$ cat src/rtl/alu_ctrl_exec.sv
// ---------------------------------------------------------------------------
// alu_ctrl_exec
//   Execute-stage ALU. Decodes alu_op/funct3/funct7_5 into an RV32I ALU
//   control code and performs the operation on XLEN-bit operands behind a
//   valid/ready handshake on both sides.
//
//   Build option: ALU_BARREL_SHIFT_EN
//     undefined (default) - shifts iterate one bit per cycle, latency shamt+1
//     defined             - shifts are combinational, latency always 1
//
//   Ports:
//     clk        rising-edge clock
//     rst        synchronous active-high reset
//     in_valid   operation offered          in_ready  block can accept
//     alu_op     00 add, 01 sub, 10 R-type, 11 I-type
//     funct3     instruction[14:12]         funct7_5  instruction[30]
//     src_a      operand A                  src_b     operand B / immediate
//     out_valid  result available           out_ready consumer takes result
//     result     operation result           zero      result == 0
//     alu_ctrl   decoded control code of the held operation
// ---------------------------------------------------------------------------
module alu_ctrl_exec #(
    parameter int XLEN    = 32,
    parameter int SHAMT_W = $clog2(XLEN)
) (
    input  logic              clk,
    input  logic              rst,
    input  logic              in_valid,
    output logic              in_ready,
    input  logic [1:0]        alu_op,
    input  logic [2:0]        funct3,
    input  logic              funct7_5,
    input  logic [XLEN-1:0]   src_a,
    input  logic [XLEN-1:0]   src_b,
    output logic              out_valid,
    input  logic              out_ready,
    output logic [XLEN-1:0]   result,
    output logic              zero,
    output logic [3:0]        alu_ctrl
);

    localparam logic [3:0] C_ADD  = 4'b0000;
    localparam logic [3:0] C_SUB  = 4'b0001;
    localparam logic [3:0] C_SLL  = 4'b0010;
    localparam logic [3:0] C_SLT  = 4'b0011;
    localparam logic [3:0] C_SLTU = 4'b0100;
    localparam logic [3:0] C_XOR  = 4'b0101;
    localparam logic [3:0] C_SRL  = 4'b0110;
    localparam logic [3:0] C_SRA  = 4'b0111;
    localparam logic [3:0] C_OR   = 4'b1000;
    localparam logic [3:0] C_AND  = 4'b1001;

    localparam logic [SHAMT_W-1:0] CNT_ZERO = {SHAMT_W{1'b0}};
    localparam logic [SHAMT_W-1:0] CNT_ONE  = {{(SHAMT_W-1){1'b0}}, 1'b1};

    typedef enum logic [1:0] {
        ST_IDLE  = 2'd0,
        ST_SHIFT = 2'd1,
        ST_DONE  = 2'd2
    } state_t;

    state_t               state_r, state_n;
    logic [XLEN-1:0]      result_r;
    logic                 zero_r;
    logic [3:0]           ctrl_r;
    logic [XLEN-1:0]      work_r;
    logic [SHAMT_W-1:0]   cnt_r;

    logic                 in_ready_s;
    logic                 accept_s;
    logic [3:0]           ctrl_s;
    logic [SHAMT_W-1:0]   shamt_s;
    logic                 start_shift_s;
    logic [XLEN-1:0]      alu_res_s;
    logic [XLEN-1:0]      step_s;

    // Map the 2+3+1 instruction bits onto a control code; every combination is defined.
    function automatic logic [3:0] decode_ctrl(input logic [1:0] op,
                                               input logic [2:0] f3,
                                               input logic       f7);
        logic [3:0] c;
        case (op)
            2'b00: c = C_ADD;
            2'b01: c = C_SUB;
            2'b10, 2'b11: begin
                case (f3)
                    3'b000:  c = ((op == 2'b10) && f7) ? C_SUB : C_ADD;
                    3'b001:  c = C_SLL;
                    3'b010:  c = C_SLT;
                    3'b011:  c = C_SLTU;
                    3'b100:  c = C_XOR;
                    3'b101:  c = f7 ? C_SRA : C_SRL;
                    3'b110:  c = C_OR;
                    3'b111:  c = C_AND;
                    default: c = C_ADD;
                endcase
            end
            default: c = C_ADD;
        endcase
        return c;
    endfunction

    // One-bit shift step of the iterative shifter; SRA replicates the sign bit.
    function automatic logic [XLEN-1:0] shift_step(input logic [XLEN-1:0] v,
                                                   input logic [3:0]      c);
        logic [XLEN-1:0] r;
        case (c)
            C_SLL:   r = {v[XLEN-2:0], 1'b0};
            C_SRL:   r = {1'b0, v[XLEN-1:1]};
            C_SRA:   r = {v[XLEN-1], v[XLEN-1:1]};
            default: r = v;
        endcase
        return r;
    endfunction

    assign ctrl_s   = decode_ctrl(alu_op, funct3, funct7_5);
    assign shamt_s  = src_b[SHAMT_W-1:0];
    assign step_s   = shift_step(work_r, ctrl_r);

    // In DONE the slot frees up in the same cycle the consumer takes the result.
    assign in_ready_s = (state_r == ST_IDLE) || ((state_r == ST_DONE) && out_ready);
    assign accept_s   = in_valid && in_ready_s;

`ifdef ALU_BARREL_SHIFT_EN
    assign start_shift_s = 1'b0;
`else
    logic is_shift_s;
    assign is_shift_s    = (ctrl_s == C_SLL) || (ctrl_s == C_SRL) || (ctrl_s == C_SRA);
    // A zero shift amount needs no iteration and completes like any other op.
    assign start_shift_s = is_shift_s && (shamt_s != CNT_ZERO);
`endif

    // Single-cycle result for the operation being accepted.
    always_comb begin
        alu_res_s = {XLEN{1'b0}};
        case (ctrl_s)
            C_ADD:  alu_res_s = src_a + src_b;
            C_SUB:  alu_res_s = src_a - src_b;
            C_SLT:  alu_res_s = {{(XLEN-1){1'b0}}, ($signed(src_a) < $signed(src_b))};
            C_SLTU: alu_res_s = {{(XLEN-1){1'b0}}, (src_a < src_b)};
            C_XOR:  alu_res_s = src_a ^ src_b;
            C_OR:   alu_res_s = src_a | src_b;
            C_AND:  alu_res_s = src_a & src_b;
`ifdef ALU_BARREL_SHIFT_EN
            C_SLL:  alu_res_s = src_a << shamt_s;
            C_SRL:  alu_res_s = src_a >> shamt_s;
            C_SRA:  alu_res_s = $signed(src_a) >>> shamt_s;
`else
            // Only reached on this path with a zero shift amount.
            C_SLL, C_SRL, C_SRA: alu_res_s = src_a;
`endif
            default: alu_res_s = {XLEN{1'b0}};
        endcase
    end

    // Next-state logic of the control FSM.
    always_comb begin
        state_n = state_r;
        case (state_r)
            ST_IDLE: begin
                if (accept_s) begin
                    state_n = start_shift_s ? ST_SHIFT : ST_DONE;
                end else begin
                    state_n = ST_IDLE;
                end
            end
            ST_SHIFT: begin
                if (cnt_r == CNT_ONE) begin
                    state_n = ST_DONE;
                end else begin
                    state_n = ST_SHIFT;
                end
            end
            ST_DONE: begin
                if (accept_s) begin
                    state_n = start_shift_s ? ST_SHIFT : ST_DONE;
                end else if (out_ready) begin
                    state_n = ST_IDLE;
                end else begin
                    state_n = ST_DONE;
                end
            end
            default: state_n = ST_IDLE;
        endcase
    end

    // State, operand capture, shift iteration and result registers.
    always_ff @(posedge clk) begin
        if (rst) begin
            state_r  <= ST_IDLE;
            result_r <= {XLEN{1'b0}};
            zero_r   <= 1'b1;
            ctrl_r   <= C_ADD;
            work_r   <= {XLEN{1'b0}};
            cnt_r    <= CNT_ZERO;
        end else begin
            state_r <= state_n;
            if (accept_s) begin
                ctrl_r <= ctrl_s;
                if (start_shift_s) begin
                    work_r <= src_a;
                    cnt_r  <= shamt_s;
                end else begin
                    result_r <= alu_res_s;
                    zero_r   <= (alu_res_s == {XLEN{1'b0}});
                end
            end else if (state_r == ST_SHIFT) begin
                work_r <= step_s;
                cnt_r  <= cnt_r - CNT_ONE;
                if (cnt_r == CNT_ONE) begin
                    result_r <= step_s;
                    zero_r   <= (step_s == {XLEN{1'b0}});
                end
            end
        end
    end

    assign in_ready  = in_ready_s;
    assign out_valid = (state_r == ST_DONE);
    assign result    = result_r;
    assign zero      = zero_r;
    assign alu_ctrl  = ctrl_r;

endmodule

$ cat config.mk
export PLATFORM = sky130hd
export DESIGN_NAME = alu_ctrl_exec
export DESIGN_NICKNAME = d
export VERILOG_FILES = /design/src/rtl/alu_ctrl_exec.sv
export SDC_FILE = /design/constraint.sdc
export NUM_CORES = 1
export LEC_CHECK = 0
export CAP_MARGIN = 20
export CELL_PAD_IN_SITES_DETAIL_PLACEMENT = 0
export CELL_PAD_IN_SITES_GLOBAL_PLACEMENT = 1
export CORE_UTILIZATION = 42
export CTS_CLUSTER_SIZE = 40
export DETAILED_ROUTE_END_ITERATION = 10
export HOLD_SLACK_MARGIN = 0.05
export PLACE_DENSITY = 0.81
export REMOVE_ABC_BUFFERS = 1
export SETUP_SLACK_MARGIN = 0.15
export SYNTH_ARGS = -nofsm -noshare
export SYNTH_HDL_FRONTEND = slang
export SYNTH_SLANG_ARGS = --single-unit
export TNS_END_PERCENT = 50
$ cat constraint.sdc
create_clock -name clk -period 4.58 [get_ports clk]
set_clock_uncertainty 0.05 [all_clocks]
set_input_delay 0.687 -clock clk [delete_from_list [all_inputs] [get_ports clk]]
set_output_delay 0.687 -clock clk [all_outputs]
set_load 0.02 [all_outputs]
### Yosys cells after proc, flatten, opt, wreduce, memory -nomap -nowiden

Index checks and enable logic that the tools add are counted.

* $add $sub $neg: 3
* $lt $le $gt $ge: 2
* equal/unequal tests: 27
* mux-type cells: 26
* bitwise gates (word level): 3
* reductions and logical operators: 20

Operators with widths (number)
* $pmux W32 S8: 1
* $mux W32: 7
* $pmux W32 S3: 1
* $logic_not A32 Y1: 2
* $lt A32 B32 Y1: 2
* $add A32 B32 Y32: 1
* $and A32 B32 Y32: 1
* $or A32 B32 Y32: 1
* $pmux W4 S8: 1
* $sub A32 B32 Y32: 1
* $xor A32 B32 Y32: 1
* $eq A4 B3 Y1 const B: 6
* $mux W5: 3
* $eq A3 B3 Y1 const B: 4
* $eq A4 B2 Y1 const B: 3
* $pmux W4 S3: 1
* $mux W2: 5
* $eq A4 B4 Y1 const B: 2
* $eq A2 B2 Y1 const B: 3
* $eq A3 B2 Y1 const B: 2
* $mux W1: 6
* $pmux W2 S3: 1
* $eq A5 B1 Y1 const B: 1
* $reduce_bool A5 Y1: 1
* 16 further kinds: 24

* register bits after elaboration: 76
* input bits: 74
* output and inout port bits: 39

### Depth between registers and ports, before layout

* depth after elaboration: 12
* gate-level depth with buffers: 15

### Least setup slack after synthesis

OpenSTA, ideal clock, no wires.

* kind: in2reg
* start: input port src_a[10]
* end: register zero_r (netlist: zero)
* arrival time: 3.634 ns
* required time: 4.446 ns
* slack: 0.811 ns
* cell stages on the path: 14
* cells stage by stage: inv_1 -> ha_1 -> buf_2 -> or2_2 -> nor3_1 -> a21bo_2 -> o211a_1 -> o21ai_1 -> a22oi_1 -> mux2i_1 -> a221oi_1 -> o2111ai_1 -> or4_1 -> o31ai_2

* word-level cells in the longest chain between the ends: 5
* elaborated cells on any way between the ends: 11
* classes of those cells: add/sub (2); order compare (2); mux (3); bitwise (3); reduce/logical (1)

RTL lines
* start: declaration: RTL line 33 `input logic [XLEN-1:0] src_a,`
* $sub A32 B32 Y32, or another cell as far along: RTL line 138 `C_SUB: alu_res_s = src_a - src_b;`
* $pmux W32 S8 (*): RTL line 136 `case (ctrl_s)`
* $logic_not A32 Y1 (*): RTL line 205 `zero_r <= (alu_res_s == {XLEN{1'b0}});`
* $mux W1 (*): RTL line 200 `if (start_shift_s) begin`
* $mux W1 (*): RTL line 198 `if (accept_s) begin`
* end signal: assignment: RTL line 205
* end signal: assignment: RTL line 212 `zero_r <= (step_s == {XLEN{1'b0}});`
* end: declaration: RTL line 64 `logic zero_r;`

Every way passes the cells marked *; elsewhere a longest branch is shown, timed or not. The select of a mux whose other input is x is not followed.
A chain may end at the register's enable or synchronous reset.

### Final worst setup path

* start: input port src_a[9]
* end: register zero_r (netlist: zero)

The elaborated chain is that of the path after synthesis.

==> summary.md <==
| Metric | Value |
|---|---|
| Status | complete, no violations |
| Pleak | about 5.8 nW |
| DR DRC count | 0 |
| IO Count | approximately 110 |
| Worst skew pair latency | roughly 350 ps |
| Fin nets | 1858 |
| Final period util | roughly 94% |
| Mapped Area | 9880 um2 |
| Pwr/cell area | 222 nW/um2 |
| Cts bufs inserted | 9 |
| Routability cong. | 1.04 |
| Starting density of the core | between 40% and 50% |
| CTS root buffer | clkbuf_16 |
| Area after DPL | about 13000 um2 |
| CTS Hold Bufs | 0 |
| Final worst slack | ~250 ps |
| Clk sinks | 76 |
| Cells after DPL | a little under 2k |
| Clk pin slew, worst setup/hold paths | around 70 ps |
| Antenna-violating nets left | 0 |
| Non-Filler Instances | about 2.0k |
| Slew Limit Fails | 0 |
| Cells along the critical path | clkdlybuf4s50_1 -> inv_1 -> ha_1 -> buf_4 -> and3_1 -> a22o_1 -> a221o_1 -> o211ai_2 -> and2_1 -> o21ai_1 -> buf_4 -> a21oi_1 -> mux2_4 -> o2111ai_1 -> or4_1 -> o31ai_2 |
| Ys flop type | dfxtp_1 |
| Crit. End Element | flop |
| Mean Syn Cell Area | approximately 7.0 um2 |
| Die Y | roughly 160 um |
| Worst slew pin tran | between 1000 and 1500 ps |
| CTS max path bufs | 2 |
| Rows | 55 |
| Die W | approximately 160 um |
| Ys async rst share | 0% |
| Worst IR Drop VDD | 0.140 mV |
| Worst slew margin | a little under a third |
| Minimum clock period | between 4000 and 5000 ps |
| Crit path max-delay cell type | or4_1 |
| WS Path Type | input port to flop |
| Vias | roughly 12k |
| Vias in the first global route | about 11k |
| Drt total wl | 41600 um |
| Ant diodes | 0 |
| Gate family responsible for the most delay along the worst path | compound AO/OA/AOI/OAI gates |
| Grt total ovfl | 0 |
| Total core area | 22800 um2 |
| RSZ-0062 raised after global routing | no |
| Dpl hpwl | between 30000 and 40000 um |
| Area Overhead vs Synth | 35.4% |
| DRT Pass-1 Iters | 9 |
| R2r startpoint | cnt_r[0] |
| Gate Count Post-Synth | 1407 |
| Yosys warns | 0 |
| Power, Total | a little under 3 mW |
| Worst Setup Start Kind | input port |
| PortBufs | 112 |
| Max frequency | between 200 and 250 MHz |
| Post-Place Worst Slack | -199 ps |
| Max Cap Viol | 0 |
| EDFF count, synth | 0 |
| Initial antenna violation count | 0 |
| First-pass GRT wire length | 63900 um |
| Synth cell types | 95 |
| Post-synthesis sequential area ratio | between 10% and 20% |
| Wirelength per Cell | about 21 um |
| Setup-failing EPs final | 0 |
| Hold Crit Class | flop to flop |
| Largest net degree at the start of global routing | 77 |
| Core Util, Final | between 50% and 60% |
| H-tree depth | 3 |
| Die area | between 20000 and 25000 um2 |
| Crit path DAT | about 4600 ps |
| Worst Path Required | about 4800 ps |
| Vias per cell | roughly 6.2 |
| Hold Path Origin | result[20] |
| R2r setup slk | 980 ps |
| Post-synthesis register bit count | 76 |
| Top cell by count, worst path | buf_4 |
| CP Buf/Inv Count | 4 |
| Initial DRC Count | ~1.5k |
| Final non-filler cell area | around 13000 um2 |
| CP max FO | 5 |
| Layout cell share with drive strength beyond 1 | 20.2% |
| Global-route usage over all layers | between 30 and 40% |
| Final Hold Viols | 0 |
| Biggest cell delay along the critical path | around 500 ps |
| CP Launch Point | src_a[9] |
| TritonCTS clock tree | done |
cell families after synthesis:
logic type,count (synthesis),synth area share [%]
AO/OA/AOI/OAI,536,38.8
XOR/XNOR,1,0.0887
adder cells (fa/ha/maj),107,13.7
buffers and inverters,207,8.34
flip-flops,76,15.4
multiplexers,9,1.01
AND/OR/NAND/NOR,471,22.7
cell type report:
| cell class | instances | area (um2) |
|---|---|---|
| multi-input combinational | 1124 | 7700 |
| clock buffer | 10 | 229 |
| clock inverter | 4 | 52.6 |
| inverter | 102 | 383 |
| sequential | 76 | 1520 |
| timing repair buffer | 364 | 3090 |
| fill | 2200 | 9470 |
| tap | 313 | 392 |
path summary, 6_finish.rpt:
path                endpoint  depth (start not counted)
setup / recovery        zero                         16
hold / removal    result[20]                          2
hold reg to reg   result[20]                          2
setup reg to reg        zero                         12
routing by layer:
layer  vias to the layer above  global-route usage, %  part of all wire [%]
met4                         0                   12.0                   3.1
met3                       103                   5.04                   8.6
met5                         -                      0                     0
li1                       5759                      -                     -
met1                      5779                   47.2                    44
met2                       660                   53.3                    44
worst min-delay path: cells and delay by family, from the launching register on:
family           cells  cell delay [ps]
AO/OA/AOI/OAI        1               50
flip-flops           1              310
AND/OR/NAND/NOR      1               50
layout by cell type, fill, tap and decap left out, types with 27 or more instances in the layout:
cell and instances:
nand2_1 151, a22oi_1 35, buf_4 245, a211oi_1 36, clkdlybuf4s50_1 110, nor3_1 28
nand2b_1 27, dfxtp_1 76, o21ai_0 57, ha_1 101, nor2_1 136, inv_1 102
a21oi_1 139, o211ai_1 42
cells in the mapped netlist (6+ instances only):
cell type | count | area share (%)
nand2_1 | 152 | 5.8
a21oi_1 | 144 | 7.3
nor2_1 | 137 | 5.2
ha_1 | 105 | 13
inv_1 | 102 | 3.9
dfxtp_1 | 76 | 15
clkbuf_1 | 73 | 2.8
o21ai_0 | 61 | 3.1
o211ai_1 | 42 | 3.2
a211oi_1 | 37 | 2.8
a22oi_1 | 35 | 2.7
nor3_1 | 29 | 1.5
nand2b_1 | 27 | 1.7
a222oi_1 | 23 | 2.3
buf_2 | 22 | 1.1
a21o_1 | 21 | 1.6
nand3_1 | 19 | 0.96
nand4_1 | 16 | 1.0
nor4_1 | 16 | 1.0
nor2b_1 | 15 | 0.95
a221oi_1 | 13 | 1.2
o21bai_1 | 13 | 0.99
o31ai_1 | 12 | 0.91
and3_1 | 11 | 0.70
a211o_1 | 9 | 0.80
a221o_1 | 9 | 0.91
a31oi_1 | 9 | 0.57
and2_1 | 9 | 0.57
o22ai_1 | 9 | 0.57
o21a_1 | 8 | 0.61
o21ai_1 | 8 | 0.41
o221ai_1 | 8 | 0.71
or3_1 | 8 | 0.51
buf_1 | 6 | 0.23
o311ai_0 | 6 | 0.53
timing repair:
action | 4_1_cts | 5_1_grt
pin swaps | 0 | 10
endpoints found under the setup margin | 1 | 2
setup buffers | 0 | 3
resized for setup | 1 | 31
report_power, final:
group / switching [mW] / internal [mW] / total (mW) / leakage [nW]
logic: 0.845 / 0.652 / 1.50 / 5.05
registers: 0.0253 / 0.695 / 0.720 / 0.618
clock network: 0.328 / 0.419 / 0.746 / 0.138
total: 1.20 / 1.77 / 2.96 / 5.81
stage by stage:
stage / hold slack (ps) / TNS (ps)
final: 400 / 0
after global placement: 387 / -217
after detailed placement: 392 / -199
after CTS: 401 / 0
after floorplan: 384 / -67990
after global routing: 416 / 0
registers in the layout, indices dropped and copies added (netlist names):
signal / count
result: 32
work_r: 32
cnt_r: 5
alu_ctrl: 4
state_r: 2
zero: 1
No activity file was read; power rests on OpenSTA's default activity.
